## src/rtl/voting_pkg.sv

```systemverilog
// +----------------------------------------------------------------------+
// | voting_pkg : shared state encoding and default sizing for the ballot |
// | Rev 1.0                                                              |
// +----------------------------------------------------------------------+
`default_nettype none

package voting_pkg;

  typedef enum logic [1:0] {
    ST_IDLE     = 2'd0,
    ST_ARMED    = 2'd1,
    ST_PRESS    = 2'd2,
    ST_WAIT_REL = 2'd3
  } vote_state_e;

  localparam int DEF_NUM_CAND    = 4;
  localparam int DEF_CNT_W       = 8;
  localparam int DEF_HOLD_CYCLES = 10;
  // Wide enough for the largest legal hold requirement.
  localparam int HOLD_W          = 16;

endpackage

`default_nettype wire

```

## src/rtl/vote_max_finder.sv

```systemverilog
// +----------------------------------------------------------------------+
// | vote_max_finder : combinational leader / tie detection over counts   |
// | Rev 1.0                                                              |
// +----------------------------------------------------------------------+
`default_nettype none

module vote_max_finder import voting_pkg::*; #(
  parameter int NUM_CAND = DEF_NUM_CAND,
  parameter int CNT_W    = DEF_CNT_W,
  parameter int IDX_W    = $clog2(NUM_CAND)
) (
  input  logic [NUM_CAND-1:0][CNT_W-1:0] counts_i,
  output logic [IDX_W-1:0]               winner_o,
  output logic                           tie_o
);

  logic [CNT_W-1:0] max_v;
  logic [4:0]       n_max;

  // Strict '>' keeps the lowest index when several candidates share the max.
  always_comb begin
    max_v    = counts_i[0];
    winner_o = '0;
    for (int i = 1; i < NUM_CAND; i++) begin
      if (counts_i[i] > max_v) begin
        max_v    = counts_i[i];
        winner_o = IDX_W'(i);
      end
    end
    n_max = '0;
    for (int i = 0; i < NUM_CAND; i++) begin
      if (counts_i[i] == max_v) begin
        n_max = n_max + 5'd1;
      end
    end
    tie_o = (max_v != '0) && (n_max > 5'd1);
  end

endmodule

`default_nettype wire

```

## src/rtl/voting_machine_n.sv

```systemverilog
// +----------------------------------------------------------------------+
// | voting_machine_n : armed, debounced single-vote ballot with tallies  |
// | Rev 1.0                                                              |
// +----------------------------------------------------------------------+
`default_nettype none

module voting_machine_n import voting_pkg::*; #(
  parameter int NUM_CAND    = DEF_NUM_CAND,
  parameter int CNT_W       = DEF_CNT_W,
  parameter int HOLD_CYCLES = DEF_HOLD_CYCLES
) (
  input  logic                        clock,
  input  logic                        reset_n,
  input  logic                        mode,
  input  logic                        arm,
  input  logic [NUM_CAND-1:0]         button,
  output logic [CNT_W-1:0]            led,
  output logic                        armed,
  output logic                        vote_ack,
  output logic                        multi_press,
  output logic [$clog2(NUM_CAND)-1:0] winner,
  output logic                        tie
);

  localparam int                IDX_W    = $clog2(NUM_CAND);
  localparam logic [CNT_W-1:0]  CNT_MAX  = '1;
  localparam logic [HOLD_W-1:0] HOLD_TGT = HOLD_W'(HOLD_CYCLES);

  vote_state_e                   state_q;
  logic                          arm_q;
  logic [HOLD_W-1:0]             hold_q;
  logic [HOLD_W-1:0]             hold_d;
  logic [IDX_W-1:0]              sel_q;
  logic [NUM_CAND-1:0][CNT_W-1:0] counts_q;
  logic [CNT_W-1:0]              led_q;
  logic                          vote_ack_q;
  logic                          multi_q;
  logic [IDX_W-1:0]              winner_q;
  logic                          tie_q;

  logic [IDX_W-1:0]              first_idx;
  logic                          one_hot;
  logic [NUM_CAND-1:0]           sel_mask;
  logic [NUM_CAND-1:0]           others;
  logic [IDX_W-1:0]              max_idx;
  logic                          max_tie;

  always_comb begin
    first_idx = '0;
    for (int i = NUM_CAND - 1; i >= 0; i--) begin
      if (button[i]) begin
        first_idx = IDX_W'(i);
      end
    end
  end

  assign one_hot  = (button != '0) && ((button & (button - NUM_CAND'(1))) == '0);
  assign sel_mask = NUM_CAND'(1) << sel_q;
  assign others   = button & ~sel_mask;
  assign hold_d   = hold_q + HOLD_W'(1);

  vote_max_finder #(
    .NUM_CAND (NUM_CAND),
    .CNT_W    (CNT_W),
    .IDX_W    (IDX_W)
  ) u_max (
    .counts_i (counts_q),
    .winner_o (max_idx),
    .tie_o    (max_tie)
  );

  always_ff @(posedge clock or negedge reset_n) begin
    if (!reset_n) begin
      state_q    <= ST_IDLE;
      arm_q      <= 1'b0;
      hold_q     <= '0;
      sel_q      <= '0;
      counts_q   <= '0;
      led_q      <= '0;
      vote_ack_q <= 1'b0;
      multi_q    <= 1'b0;
      winner_q   <= '0;
      tie_q      <= 1'b0;
    end else begin
      vote_ack_q <= 1'b0;
      multi_q    <= 1'b0;
      winner_q   <= max_idx;
      tie_q      <= max_tie;
      led_q      <= (mode && (button != '0)) ? counts_q[first_idx] : '0;

      // Display mode aborts any ballot in progress and drops the authorisation.
      if (mode) begin
        state_q <= ST_IDLE;
        arm_q   <= 1'b0;
        hold_q  <= '0;
      end else begin
        case (state_q)
          ST_IDLE: begin
            if (arm) begin
              state_q <= ST_ARMED;
              arm_q   <= 1'b1;
            end
          end
          ST_ARMED: begin
            if (one_hot) begin
              sel_q   <= first_idx;
              hold_q  <= HOLD_W'(1);
              state_q <= ST_PRESS;
            end else if (button != '0) begin
              multi_q <= 1'b1;
              state_q <= ST_WAIT_REL;
            end
          end
          ST_PRESS: begin
            if (others != '0) begin
              multi_q <= 1'b1;
              hold_q  <= '0;
              state_q <= ST_WAIT_REL;
            end else if (!button[sel_q]) begin
              hold_q  <= '0;
              state_q <= ST_ARMED;
            end else if (hold_d == HOLD_TGT) begin
              if (counts_q[sel_q] != CNT_MAX) begin
                counts_q[sel_q] <= counts_q[sel_q] + CNT_W'(1);
              end
              vote_ack_q <= 1'b1;
              arm_q      <= 1'b0;
              hold_q     <= '0;
              state_q    <= ST_WAIT_REL;
            end else begin
              hold_q <= hold_d;
            end
          end
          ST_WAIT_REL: begin
            if (button == '0) begin
              state_q <= arm_q ? ST_ARMED : ST_IDLE;
            end
          end
          default: state_q <= ST_IDLE;
        endcase
      end
    end
  end

  // The arm flag is only ever set while outside IDLE, so it is the armed indication.
  assign armed       = arm_q;
  assign led         = led_q;
  assign vote_ack    = vote_ack_q;
  assign multi_press = multi_q;
  assign winner      = winner_q;
  assign tie         = tie_q;

endmodule

`default_nettype wire

```

## config.mk

```make
export PLATFORM = sky130hd
export DESIGN_NAME = voting_machine_n
export DESIGN_NICKNAME = d
export VERILOG_FILES = /design/src/rtl/voting_pkg.sv /design/src/rtl/vote_max_finder.sv /design/src/rtl/voting_machine_n.sv
export SDC_FILE = /design/constraint.sdc
export NUM_CORES = 1
export LEC_CHECK = 0
export BUFFER_PORTS_ARGS = -buffer_cell sky130_fd_sc_hd__buf_2
export CAP_MARGIN = 20
export CORE_MARGIN = 3
export CORE_UTILIZATION = 36
export CTS_CLUSTER_SIZE = 16
export DETAILED_ROUTE_END_ITERATION = 10
export PLACE_DENSITY = 0.55
export SLEW_MARGIN = 20
export SYNTH_ARGS = -nofsm -noshare
export SYNTH_HDL_FRONTEND = slang
export SYNTH_HIERARCHICAL = 1
export SYNTH_SLANG_ARGS = --single-unit
```

## constraint.sdc

```tcl
create_clock -name clock -period 9.9 [get_ports clock]
set_input_delay 2.475 -clock clock [delete_from_list [all_inputs] [get_ports clock]]
set_output_delay 2.475 -clock clock [all_outputs]
set_load 0.05 [all_outputs]
```

Yosys cells after proc, flatten, opt, wreduce, memory -nomap -nowiden:

Index checks and enable logic that the tools add are counted.

* register bits after elaboration: 66
* input port bits: 8
* output and inout bits: 14
* logic and storage cells: 122

* add/sub/neg operators: 6
* $lt $le $gt $ge: 7
* equal/unequal tests: 17
* shift-type cells: 1
* multiplexer cells: 56
* bitwise operators: 5
* reductions and logical operators: 17

Operators with widths (count)
* two-way mux 16 bit: 5
* two-way mux 8 bit: 7
* binary-select mux 8 bit (select 2 bit): 2
* bitwise mux 32 bit: 1
* equality test 8 bit: 4
* one-hot mux 16 bit (2 select lines): 1
* two-way mux 2 bit: 14
* greater-than comparator 8 bit: 3
* two-way mux 1 bit: 18
* != test 3 bit, second input constant: 6
* adder 16 x 1 -> 16 bit, second input constant: 1
* demux 8 bit (select 2 bit): 1
* equality test 16 x 4 -> 1 bit, second input constant: 1
* two-way mux 5 bit: 3
* adder 5 x 1 -> 5 bit, second input constant: 2
* adder 8 x 1 -> 8 bit, second input constant: 1
* bitwise AND 4 bit: 2
* logical NOT 4 bit: 2
* != test 8 bit, second input constant: 1
* one-hot mux 2 bit (4 select lines): 1
* nonzero test 4 bit: 2
* nonzero test 8 bit: 1
* < comparator 2 x 3 -> 1 bit, second input constant: 2
* AND reduction 6 bit: 1
* 20 further kinds: 27

Depth between registers and ports, before layout:

Gate-level depths: netlist (run 1).

* depth in word-level cells: 16
* mapped depth: 38
* mapped depth without buffers: 34

Cells and area by module:

Netlist (run 1), hierarchy kept.

By module, submodules not included
* voting_machine_n: instances 1, cells an instance 356, area each 3926.3 um2, seq. area each 1651.6 um2
* vote_max_finder: instances 1, cells an instance 269, area each 1933.1 um2, seq. area each 0.0 um2

Worst setup path before layout (run 1):

No wires, ideal clock.

* path type: register -> register
* start: register counts_q[1] (netlist bit)
* end: register tie_q, in the netlist tie
* library setup time: 0.120 ns
* arrival: 7.421 ns
* required time: 9.780 ns
* slack: 2.359 ns
* cell stages (with the launch flop): 35
* buffers on the path: 4
* period minus slack after synthesis: 7.541 ns
* cells stage by stage: dfrtp_1 -> inv_1 -> ha_1 -> nor2b_2 -> o211ai_1 -> a211oi_2 -> nor2_1 -> buf_2 -> mux2_2 -> inv_1 -> ha_1 -> and4_1 -> and3_1 -> a41o_1 -> a31o_2 -> or2_1 -> buf_2 -> clkbuf_1 -> a21oi_1 -> ha_1 -> a21o_1 -> a221o_1 -> a221oi_1 -> a31oi_1 -> clkbuf_1 -> or4_1 -> o211ai_1 -> xor2_1 -> nand2_1 -> or4_1 -> ha_1 -> nand2b_1 -> mux2_2 -> o22a_1 -> o211a_1

* cells in the longest elaborated chain, start to end: 16
* elaborated cells on any way between the ends: 20
* classes of those cells: add/sub: 3; order compare: 4; eq/ne: 4; mux: 7; reduce/logical: 2

RTL lines
* start, declared: line voting_machine_n.sv:34 `logic [NUM_CAND-1:0][CNT_W-1:0] counts_q;`
* start signal, assigned by index: line voting_machine_n.sv:124 `counts_q[sel_q] <= counts_q[sel_q] + CNT_W'(1);`
* greater-than comparator 8 bit: line vote_max_finder.sv:25 `if (counts_i[i] > max_v) begin`
* two-way mux 8 bit: line vote_max_finder.sv:25
* greater-than comparator 8 bit: line vote_max_finder.sv:25
* two-way mux 8 bit: line vote_max_finder.sv:25
* greater-than comparator 8 bit: line vote_max_finder.sv:25
* two-way mux 8 bit: line vote_max_finder.sv:25
* equality test 8 bit: line vote_max_finder.sv:32 `if (counts_i[i] == max_v) begin`
* two-way mux 1 bit: line vote_max_finder.sv:32
* adder 1 x 1 -> 2 bit: line vote_max_finder.sv:33 `n_max = n_max + 5'd1;`
* two-way mux 5 bit: line vote_max_finder.sv:32
* adder 5 x 1 -> 5 bit: line vote_max_finder.sv:33
* two-way mux 5 bit: line vote_max_finder.sv:32
* adder 5 x 1 -> 5 bit: line vote_max_finder.sv:33
* two-way mux 5 bit: line vote_max_finder.sv:32
* greater-than comparator 5 x 1 -> 1 bit: line vote_max_finder.sv:36 `tie_o = (max_v != '0) && (n_max > 5'd1);`
* logical AND 1 bit *: line vote_max_finder.sv:36
* named net max_tie: line voting_machine_n.sv:46 `logic max_tie;`
* end signal, assigned: line voting_machine_n.sv:88 `tie_q <= max_tie;`
* end, declared: line voting_machine_n.sv:39 `logic tie_q;`

Mark *: on every way through the listed nets, which the timed path passes. The rest lies on a longest branch.
A chain may end at the register's enable or synchronous reset.

Final worst setup path (run 1):

* start: register counts_q[7] (netlist bit)
* end: register tie_q, in the netlist tie

Same word-level chain as after synthesis.

==> results of run 1 <==
stage by stage:
stage	worst slack, ps	power [W]	utilization, %
after floorplan	2360	0.000405	-
after global placement	1310	0.000438	38.9
after detailed placement	1220	0.000441	38.9
after CTS	1180	0.000794	41.0
after global routing	520	0.000825	41.0
final	1010	0.000787	41.0
layout by cell type (no fill, tap or decap), types with 15 or more instances in the layout:
cell type / n
a21oi_1: 18
xnor2_1: 23
nand2_1: 46
nand3_1: 16
mux4_2: 15
dfrtp_1: 66
o211ai_1: 16
inv_1: 33
nor2_1: 32
ha_1: 34
o21ai_0: 27
xor2_1: 19
buf_2: 21
mux2_2: 41
synth_stat cells, types with 8 or more instances:
master / number
mux4_2: 15
nand3_1: 16
clkbuf_1: 13
mux2_2: 41
nor2_1: 33
nand2_1: 46
nor3_1: 12
or2_2: 10
dfrtp_1: 66
a21o_1: 9
xor2_1: 19
nand4_1: 14
or4_1: 8
xnor2_1: 23
buf_2: 13
o21ai_0: 27
nor2b_1: 13
o211ai_1: 16
a211o_1: 8
a21oi_1: 18
inv_1: 33
and3_1: 8
ha_1: 34
nor4_1: 8
flip-flops by register name, indices dropped and copies added, names as in the netlist:
register	flops
tie	1
armed	1
state_q	2
winner	2
multi_press	1
hold_q	16
sel_q	2
counts_q	32
led	8
vote_ack	1
where the power goes:
group / switching (W) / total, W / leakage, nW / internal [W]
logic: 0.0000746 / 0.000127 / 1.81 / 0.0000525
clock network: 0.000123 / 0.000350 / 0.159 / 0.000228
registers: 0.0000301 / 0.000310 / 0.915 / 0.000280
critical path: cells and delay by family, from the launching register on:
family	cells	cell delay, ps
AO/OA/AOI/OAI	12	2530
XOR/XNOR	1	220
adder cells (fa/ha/maj)	4	1100
buffers and inverters	5	990
flip-flops	1	480
multiplexers	3	920
AND/OR/NAND/NOR	10	2490
final cells by class:
class	count	share of cell area, %
inverters	33	1.90
clock inverters	6	1.38
well taps	216	4.15
repair buffers	32	2.88
clock buffers	10	3.67
multi-input cells	496	60.7
flip-flops and latches	66	25.3
final timing paths:
| path | cells past startpoint | slack [ps] | endpoint | start |
|---|---|---|---|---|
| worst max register to register | 35 | 1010 | tie$_DFF_PN0_ | counts_q[7]$_DFFE_PN0P_ |
| min in group asynchronous | 2 | 2300 | tie$_DFF_PN0_ | reset_n |
| worst max-delay path | 35 | 1010 | tie$_DFF_PN0_ | counts_q[7]$_DFFE_PN0P_ |
| worst min register to register | 2 | 510 | hold_q[15]$_DFFE_PN0P_ | hold_q[15]$_DFFE_PN0P_ |
| max in group asynchronous | 2 | 6990 | counts_q[22]$_DFFE_PN0P_ | reset_n |
| worst min-delay path | 2 | 510 | hold_q[15]$_DFFE_PN0P_ | hold_q[15]$_DFFE_PN0P_ |
routing by layer:
layer  share of wire [%]  wire (µm)
met1                  45       7770
met2                  46       7910
met3                 6.1       1050
met4                 2.7        473
met5                   0          0
cells by family after synthesis:
logic type	Yosys count
and+or+nand+nor	213
AOI/OAI and AO/OA	142
DFF	66
muxes	65
buffers and inverters	63
xor gates and xnor gates	42
adders and majority gates	34
==> results.py, run 1 <==
metrics = {
    "status": {
        "status": "completed",
    },
    "placed_design": {
        "place_inst": 843,
        "dpl-instance-area_um2": 6180,
        "io_buffers": 21,
        "dp.final_hpwl_um": 12300,
        "gp_congestion": 0.945,
    },
    "synth": {
        "synth_warnings": 6,
        "yosys.area_share.adder_pct": 7.26,
        "synth_compound_area_share_pct": 17.6,
        "seq_area_frac_synth_pct": 28.2,
        "synth_top_family_by_area": "simple AND/OR/NAND/NOR gates",
        "synth_xor_area_share_pct": 6.28,
        "synthCells": 625,
        "synth-edff-count": 0,
        "yosys.area.top_type": "dfrtp_1",
        "synth_mux_area_share_pct": 15.3,
        "synth_area_per_cell_um2": 9.37,
        "ys_ff_latch": 66,
        "synthArstFlopShare_pct": 100,
        "synth_cell_types": 77,
        "synth_flop_cell": "dfrtp_1",
        "ys_top_cells_by_area": "dfrtp_1, mux2_2, ha_1",
        "synthesis.area_um2": 5860,
        "synth_top_area_share_pct": 28.2,
        "synthSimpleGateAreaFrac_pct": 21.1,
        "synth_nets": 667,
    },
    "clocking": {
        "root_buffer": "clkbuf_16",
        "worstSkewPairLatency_ps": 340,
        "clockBufferDepth": 2,
        "ctsHtreeMaxLevel": 3,
        "holdBufCountCts": 0,
        "cts_tree": "done",
        "post-cts-setup-buffers": 0,
        "cts_resized": 0,
        "cts_buffers": 9,
        "cts_sinks": 66,
        "clk_pin_slew_ps": 60,
    },
    "worst_setup_path": {
        "critical_path_class": "flip-flop to flip-flop",
        "cp_max_fo": 27,
        "crit_slowest_cell": "or2_1",
        "cp-end-kind": "flip-flop",
        "cp.required_ps": 10120,
        "max_stage_delay_ps": 630,
        "crit_arrival_ps": 9120,
        "startpoint_type": "flip-flop",
        "crit_top_cell": "ha_1",
    },
    "route": {
        "drt_iter0_markers": 434,
        "via_per_inst": 5.97,
        "ant_nets": 0,
        "wire_per_inst_um": 20.0,
        "firstDrtPassIters": 5,
        "drc": 0,
        "vias": 5130,
        "wl_um": 17200,
    },
    "grt": {
        "antenna_found_initial": 0,
        "grt_pass1_vias": 4837,
        "grtUsageMet1_pct": 27.1,
        "met3_usage_pct": 3.70,
        "grt.total_usage_pct": 19.4,
        "grt_busiest_layer": "met2",
        "grt_max_degree": 67,
        "grt_use_met2_pct": 30.2,
        "grt_pass1_wl_um": 27300,
        "overflow": 0,
    },
    "floorplan": {
        "die_h_um": 134,
        "die-area_um2": 17800,
        "rows": 46,
        "initial_utilization_pct": 36.9,
        "pin_count": 22,
        "core_um2": 15900,
        "fp.dieW_um": 134,
    },
    "power": {
        "powerDensity_nw_per_um2": 121,
        "vdd_ir_drop_max_mv": 0.0915,
        "p_leak_nw": 2.89,
    },
    "timing": {
        "max_slew_margin_pct": 30.4,
        "setup_viol": 0,
        "skew_ps": 9.41,
        "drv_slew": 0,
        "period_needed_ps": 8890,
        "rsz0062_at_grt": "false",
        "tns_ps": 0,
        "final_hold_viol_count": 0,
        "tightest_slew_ps": 1030,
        "fin_crit_sh_pct": 89.8,
        "hold-worst-slack_ps": 507,
        "fmax_mhz": 112,
    },
    "layout": {
        "fill_cells": 1558,
        "multi_input_area_um2": 3950,
        "design_area_um2": 6520,
        "drive_gt1_share_pct": 21.5,
        "seq_area_um2": 1650,
        "final_cells": 859,
        "nets": 680,
        "area_growth_pct": 11.2,
        "n_antenna_cell": 0,
    },
    "job": {
        "maxCapViolations": 0,
    },
    "min_path": {
        "holdCritPathClass": "flip-flop to flip-flop",
    },
}
No activity file was read; power rests on OpenSTA's default activity.
==> run 2, diff against run 1 <==
--- a/config.mk
+++ b/config.mk
@@ -8,10 +8,10 @@
 export BUFFER_PORTS_ARGS = -buffer_cell sky130_fd_sc_hd__buf_2
 export CAP_MARGIN = 20
 export CORE_MARGIN = 3
-export CORE_UTILIZATION = 36
+export CORE_UTILIZATION = 35
 export CTS_CLUSTER_SIZE = 16
 export DETAILED_ROUTE_END_ITERATION = 10
-export PLACE_DENSITY = 0.55
+export PLACE_DENSITY = 0.54
 export SLEW_MARGIN = 20
 export SYNTH_ARGS = -nofsm -noshare
 export SYNTH_HDL_FRONTEND = slang
==> run 2 against run 1 <==
Net effect:
- sequential power is essentially flat
- clock skew barely moved
- sequential share of layout area about the same
- critical path type unchanged
==> results.py, run 2 (synthesized netlist as in run 1, its figures left out) <==
metrics = {
    "power": {
        "power.share.clock_pct": 46.5,
        "powerDensity_nw_per_um2": 126,
        "p_leak_nw": 2.88,
        "p_int_w": 0.000586,
        "swShare_pct": 28.7,
        "p_seq_share_pct": 37.8,
        "combPwrFrac_pct": 15.7,
        "switchingPower_w": 0.000236,
        "vdd_ir_drop_max_mv": 0.0865,
    },
    "worst_setup_path": {
        "cp.required_ps": 10130,
        "crit_arrival_ps": 9030,
        "cp-end-kind": "flip-flop",
        "critical_path_class": "flip-flop to flip-flop",
        "reg2reg_from": "counts_q[7]$_DFFE_PN0P_",
        "max_stage_delay_ps": 610,
        "ff2ff_setup_slack_ps": 1100,
        "crit_slowest_cell": "or4_1",
        "crit_top_cell": "ha_1",
        "startpoint_type": "flip-flop",
        "r2r_end": "tie$_DFF_PN0_",
        "cp_max_fo": 27,
        "r2r_cells": 34,
    },
    "clocking": {
        "holdBufCountCts": 0,
        "cts_tree": "done",
        "cts_sinks": 66,
        "clockBufferDepth": 2,
        "ctsHtreeMaxLevel": 3,
        "clk_pin_slew_ps": 60,
        "post-cts-setup-buffers": 0,
        "worstSkewPairLatency_ps": 350,
        "cts_resized": 0,
        "cts_buffers": 9,
        "root_buffer": "clkbuf_16",
    },
    "timing": {
        "period_needed_ps": 8800,
        "rsz0062_at_grt": "false",
        "fmax_mhz": 114,
        "worst_slack_ps": 1100,
        "fin_crit_sh_pct": 88.9,
        "final_hold_viol_count": 0,
        "tightest_slew_ps": 1040,
        "setup_viol": 0,
        "drv_slew": 0,
        "max_slew_margin_pct": 29.8,
        "tns_ps": 0,
        "skew_ps": 8.99,
    },
    "layout": {
        "largest_reg_flops": 32,
        "area_growth_pct": 11.2,
        "multi_input_area_um2": 3950,
        "utilization_pct": 40.4,
        "final_cells": 856,
        "top_register": "counts_q",
        "n_antenna_cell": 0,
        "seq_area_um2": 1650,
        "fill_cells": 1604,
        "drive_gt1_share_pct": 21.1,
        "layout_common_cells": "dfrtp_1, nand2_1, mux2_2",
        "final_common_cell": "dfrtp_1",
        "nets": 677,
    },
    "route": {
        "firstDrtPassIters": 5,
        "wl_um": 17000,
        "ant_nets": 0,
        "drc": 0,
        "vias": 5105,
        "drt_iter0_markers": 375,
        "via_per_inst": 5.96,
        "wire_per_inst_um": 19.9,
    },
    "grt": {
        "overflow": 0,
        "grt_pass1_vias": 4841,
        "grt.total_usage_pct": 18.9,
        "grt_pass1_wl_um": 27100,
        "grt_max_degree": 64,
        "antenna_found_initial": 0,
    },
    "floorplan": {
        "pin_count": 22,
        "die-area_um2": 18300,
        "fp.dieW_um": 135,
        "rows": 46,
        "die_h_um": 135,
        "core_um2": 16100,
        "initial_utilization_pct": 36.4,
    },
    "job": {
        "maxCapViolations": 0,
    },
    "placed_design": {
        "place_inst": 840,
        "io_buffers": 21,
        "dp_slack_ps": 1160,
        "gp_congestion": 0.911,
        "dp.final_hpwl_um": 12200,
    },
    "min_path": {
        "hold_depth": 2,
        "hold_end": "hold_q[15]$_DFFE_PN0P_",
        "worstHoldStart": "hold_q[15]$_DFFE_PN0P_",
        "holdCritPathClass": "flip-flop to flip-flop",
    },
    "status": {
        "status": "completed",
    },
}
==> run 2: cell count changes in the layout (fill, tap and decap cells not counted), sizes merged <==
cell      delta
buf          -3
bufinv       +1
clkinv       -2
clkinvlp     +1
==> run 2: final cells by class <==
cell class	count	share of cell area [%]
multi-input combinational	496	60.7
inverter	33	1.90
timing repair buffer	29	2.53
sequential	66	25.3
clock inverter	6	1.75
tap	216	4.15
clock buffer	10	3.67
==> run 2: worst max-delay path, delay by kind of cell, from the launching register on <==
| kind | cells | cell delay [ps] |
|---|---|---|
| adder cells (fa/ha/maj) | 4 | 1120 |
| AND/OR/NAND/NOR | 11 | 2590 |
| multiplexers | 3 | 890 |
| AO/OA/AOI/OAI | 11 | 2580 |
| flip-flops | 1 | 460 |
| buffers and inverters | 4 | 860 |
| XOR/XNOR | 1 | 160 |
==> run 2: through the flow <==
step	hold slack, ps	power [W]	instance area (µm²)
2_1_floorplan	470	0.000405	5860
3_3_place_gp	488	0.000441	6160
3_5_place_dp	506	0.000445	6160
4_1_cts	525	0.000831	6520
5_1_grt	563	0.000859	6520
6_report	529	0.000822	6520
==> run 2: per-layer routing <==
layer	vias up	part of all wire [%]	GRT usage, %	wire [µm]
met3	29	6.1	3.90	1030
met5	-	0	0	0
li1	2373	-	-	-
met1	2514	44	25.7	7500
met2	189	47	30.6	8070
met4	0	2.4	5.38	400
==> run 2: power groups by stage <==
stage	combinational (W)	sequential, W	clock, W
6_report	0.000129	0.000311	0.000382
5_1_grt	0.000142	0.000314	0.000403
4_1_cts	0.000130	0.000311	0.000390
3_5_place_dp	0.000129	0.000316	0
3_3_place_gp	0.000126	0.000316	0
2_1_floorplan	0.000102	0.000303	0
==> run 2: how the worst max path moves through the flow <==
stage,start,end,slack [ps],depth (start not counted)
detailed placement,counts_q[7]$_DFFE_PN0P_,tie$_DFF_PN0_,1160,34
global route,counts_q[5]$_DFFE_PN0P_,tie$_DFF_PN0_,520,34
CTS,counts_q[7]$_DFFE_PN0P_,tie$_DFF_PN0_,1130,34
global placement,counts_q[1]$_DFFE_PN0P_,tie$_DFF_PN0_,1400,34
floorplan,counts_q[1]$_DFFE_PN0P_,tie$_DFF_PN0_,2360,34
finish,counts_q[7]$_DFFE_PN0P_,tie$_DFF_PN0_,1100,34
==> run 3, diff against run 2 <==
--- a/config.mk
+++ b/config.mk
@@ -11,6 +11,8 @@
 export CORE_UTILIZATION = 35
 export CTS_CLUSTER_SIZE = 16
 export DETAILED_ROUTE_END_ITERATION = 10
+export GPL_TIMING_DRIVEN = 0
+export HOLD_SLACK_MARGIN = 0.06
 export PLACE_DENSITY = 0.54
 export SLEW_MARGIN = 20
 export SYNTH_ARGS = -nofsm -noshare
==> run 3 against run 2 <==
Net effect:
- critical path type unchanged
- setup slack lost 250 ps
- design area up 0.75%
- largest power group unchanged
- critical path depth rose by 3
- global-route usage decreased by 0.23 points
- combinational power grew 22%
==> results.py, run 3 (synthesized netlist as in run 1, its figures left out) <==
metrics = {
    "timing": {
        "tns_ps": 0,
        "max_slew_margin_pct": 38.9,
        "tightest_slew_ps": 905,
        "fin_crit_sh_pct": 91.4,
        "setup_viol": 0,
        "final_hold_viol_count": 0,
        "worst_slack_ps": 847,
        "rsz0062_at_grt": "false",
        "hold-worst-slack_ps": 510,
        "fmax_mhz": 110,
        "skew_ps": 9.06,
        "period_needed_ps": 9050,
        "drv_slew": 0,
    },
    "layout": {
        "layout_common_cells": "dfrtp_1, nand2_1, mux2_2",
        "drive_gt1_share_pct": 21.3,
        "fill_cells": 1617,
        "n_antenna_cell": 0,
        "seq_area_um2": 1650,
        "multi_input_area_um2": 3960,
        "top_register": "counts_q",
        "largest_reg_flops": 32,
        "final_common_cell": "dfrtp_1",
        "nets": 698,
        "area_growth_pct": 12.1,
    },
    "status": {
        "status": "completed",
    },
    "route": {
        "drc": 0,
        "via_per_inst": 5.86,
        "wire_per_inst_um": 19.4,
        "wl_um": 17000,
        "vias": 5136,
        "ant_nets": 0,
        "drt_iter0_markers": 354,
        "firstDrtPassIters": 5,
    },
    "worst_setup_path": {
        "startpoint_type": "flip-flop",
        "crit_arrival_ps": 9270,
        "crit_top_cell": "ha_1",
        "critical_path_class": "flip-flop to flip-flop",
        "cp.required_ps": 10120,
        "cp-end-kind": "flip-flop",
        "max_stage_delay_ps": 540,
        "cp_max_fo": 10,
        "crit_slowest_cell": "or4_1",
    },
    "placed_design": {
        "gp_congestion": 0.871,
        "dp.final_hpwl_um": 12600,
        "dp_slack_ps": 1030,
        "io_buffers": 19,
    },
    "clocking": {
        "worstSkewPairLatency_ps": 330,
        "clockBufferDepth": 2,
        "cts_resized": 0,
        "ctsHtreeMaxLevel": 3,
        "holdBufCountCts": 0,
        "root_buffer": "clkbuf_16",
        "cts_tree": "done",
        "cts_sinks": 66,
        "cts_buffers": 9,
        "post-cts-setup-buffers": 0,
        "clk_pin_slew_ps": 60,
    },
    "floorplan": {
        "die-area_um2": 18300,
        "core_um2": 16100,
        "fp.dieW_um": 135,
        "die_h_um": 135,
        "initial_utilization_pct": 36.4,
        "pin_count": 22,
        "rows": 46,
    },
    "power": {
        "p_leak_nw": 2.91,
        "powerDensity_nw_per_um2": 117,
        "vdd_ir_drop_max_mv": 0.0890,
        "finalPower_w": 0.000771,
    },
    "job": {
        "maxCapViolations": 0,
    },
    "grt": {
        "antenna_found_initial": 0,
        "grt_pass1_wl_um": 27100,
        "grt_max_degree": 44,
        "grt_pass1_vias": 4863,
        "overflow": 0,
        "grt.total_usage_pct": 18.7,
    },
    "min_path": {
        "holdCritPathClass": "flip-flop to flip-flop",
    },
}
[run 3: changes by cell type in the layout (fill, tap and decap cells not counted), sizes merged]
| cell | delta |
|---|---|
| buf | +8 |
| clkinvlp | -2 |
| bufinv | -2 |
| clkbuf | +12 |
| clkinv | +4 |
| inv | +1 |
[run 3: metal layers]
| metal | GRT usage [%] | part of all wire, % | wire length, µm |
|---|---|---|---|
| met3 | 2.75 | 4.7 | 794 |
| met2 | 29.0 | 46 | 7810 |
| met1 | 26.9 | 47 | 7920 |
| met4 | 5.82 | 2.9 | 490 |
| met5 | 0 | 0 | 0 |
[run 3: metrics by stage]
| step | std cells | instance area (µm²) | utilization [%] |
|---|---|---|---|
| floorplan | 625 | 5860 | - |
| global placement | 860 | 6220 | 38.6 |
| detailed placement | 861 | 6260 | 38.9 |
| CTS | 877 | 6570 | 40.7 |
| global route | 877 | 6570 | 40.7 |
| finish | 877 | 6570 | 40.7 |
[run 3: critical path, delay by kind of cell (launching register included)]
family	cells	cell delay (ps)
multiplexers	2	660
XOR/XNOR	1	220
buffers and inverters	7	1880
flip-flops	1	490
AND/OR/NAND/NOR	9	1790
AO/OA/AOI/OAI	14	2740
adder cells (fa/ha/maj)	4	1150
[run 3: cell type report]
class,count,share of cell area [%]
Clock inverter,7,1.20
Tap cell,216,4.12
Clock buffer,9,3.43
Inverter,33,1.89
Multi-Input combinational cell,496,60.3
Timing Repair Buffer,20,1.91
Buffer,30,2.02
Sequential cell,66,25.2
[run 3: report_power, final]
group          leakage, nW  internal, W  switching (W)  total (W)
Clock                0.150     0.000197       0.000125   0.000322
Sequential           0.915     0.000280      0.0000104   0.000291
Combinational         1.85    0.0000550       0.000103   0.000158
Total                 2.91     0.000532       0.000239   0.000771
[run 3: path summary, 6_finish.rpt]
check,slack (ps),endpoint,cells past startpoint,startpoint
setup / recovery,850,tie$_DFF_PN0_,37,counts_q[7]$_DFFE_PN0P_
max in group asynchronous,7330,counts_q[29]$_DFFE_PN0P_,2,reset_n
hold / removal,510,hold_q[15]$_DFFE_PN0P_,2,hold_q[15]$_DFFE_PN0P_
hold reg to reg,510,hold_q[15]$_DFFE_PN0P_,2,hold_q[15]$_DFFE_PN0P_
min in group asynchronous,2050,counts_q[18]$_DFFE_PN0P_,1,reset_n
setup reg to reg,850,tie$_DFF_PN0_,37,counts_q[7]$_DFFE_PN0P_
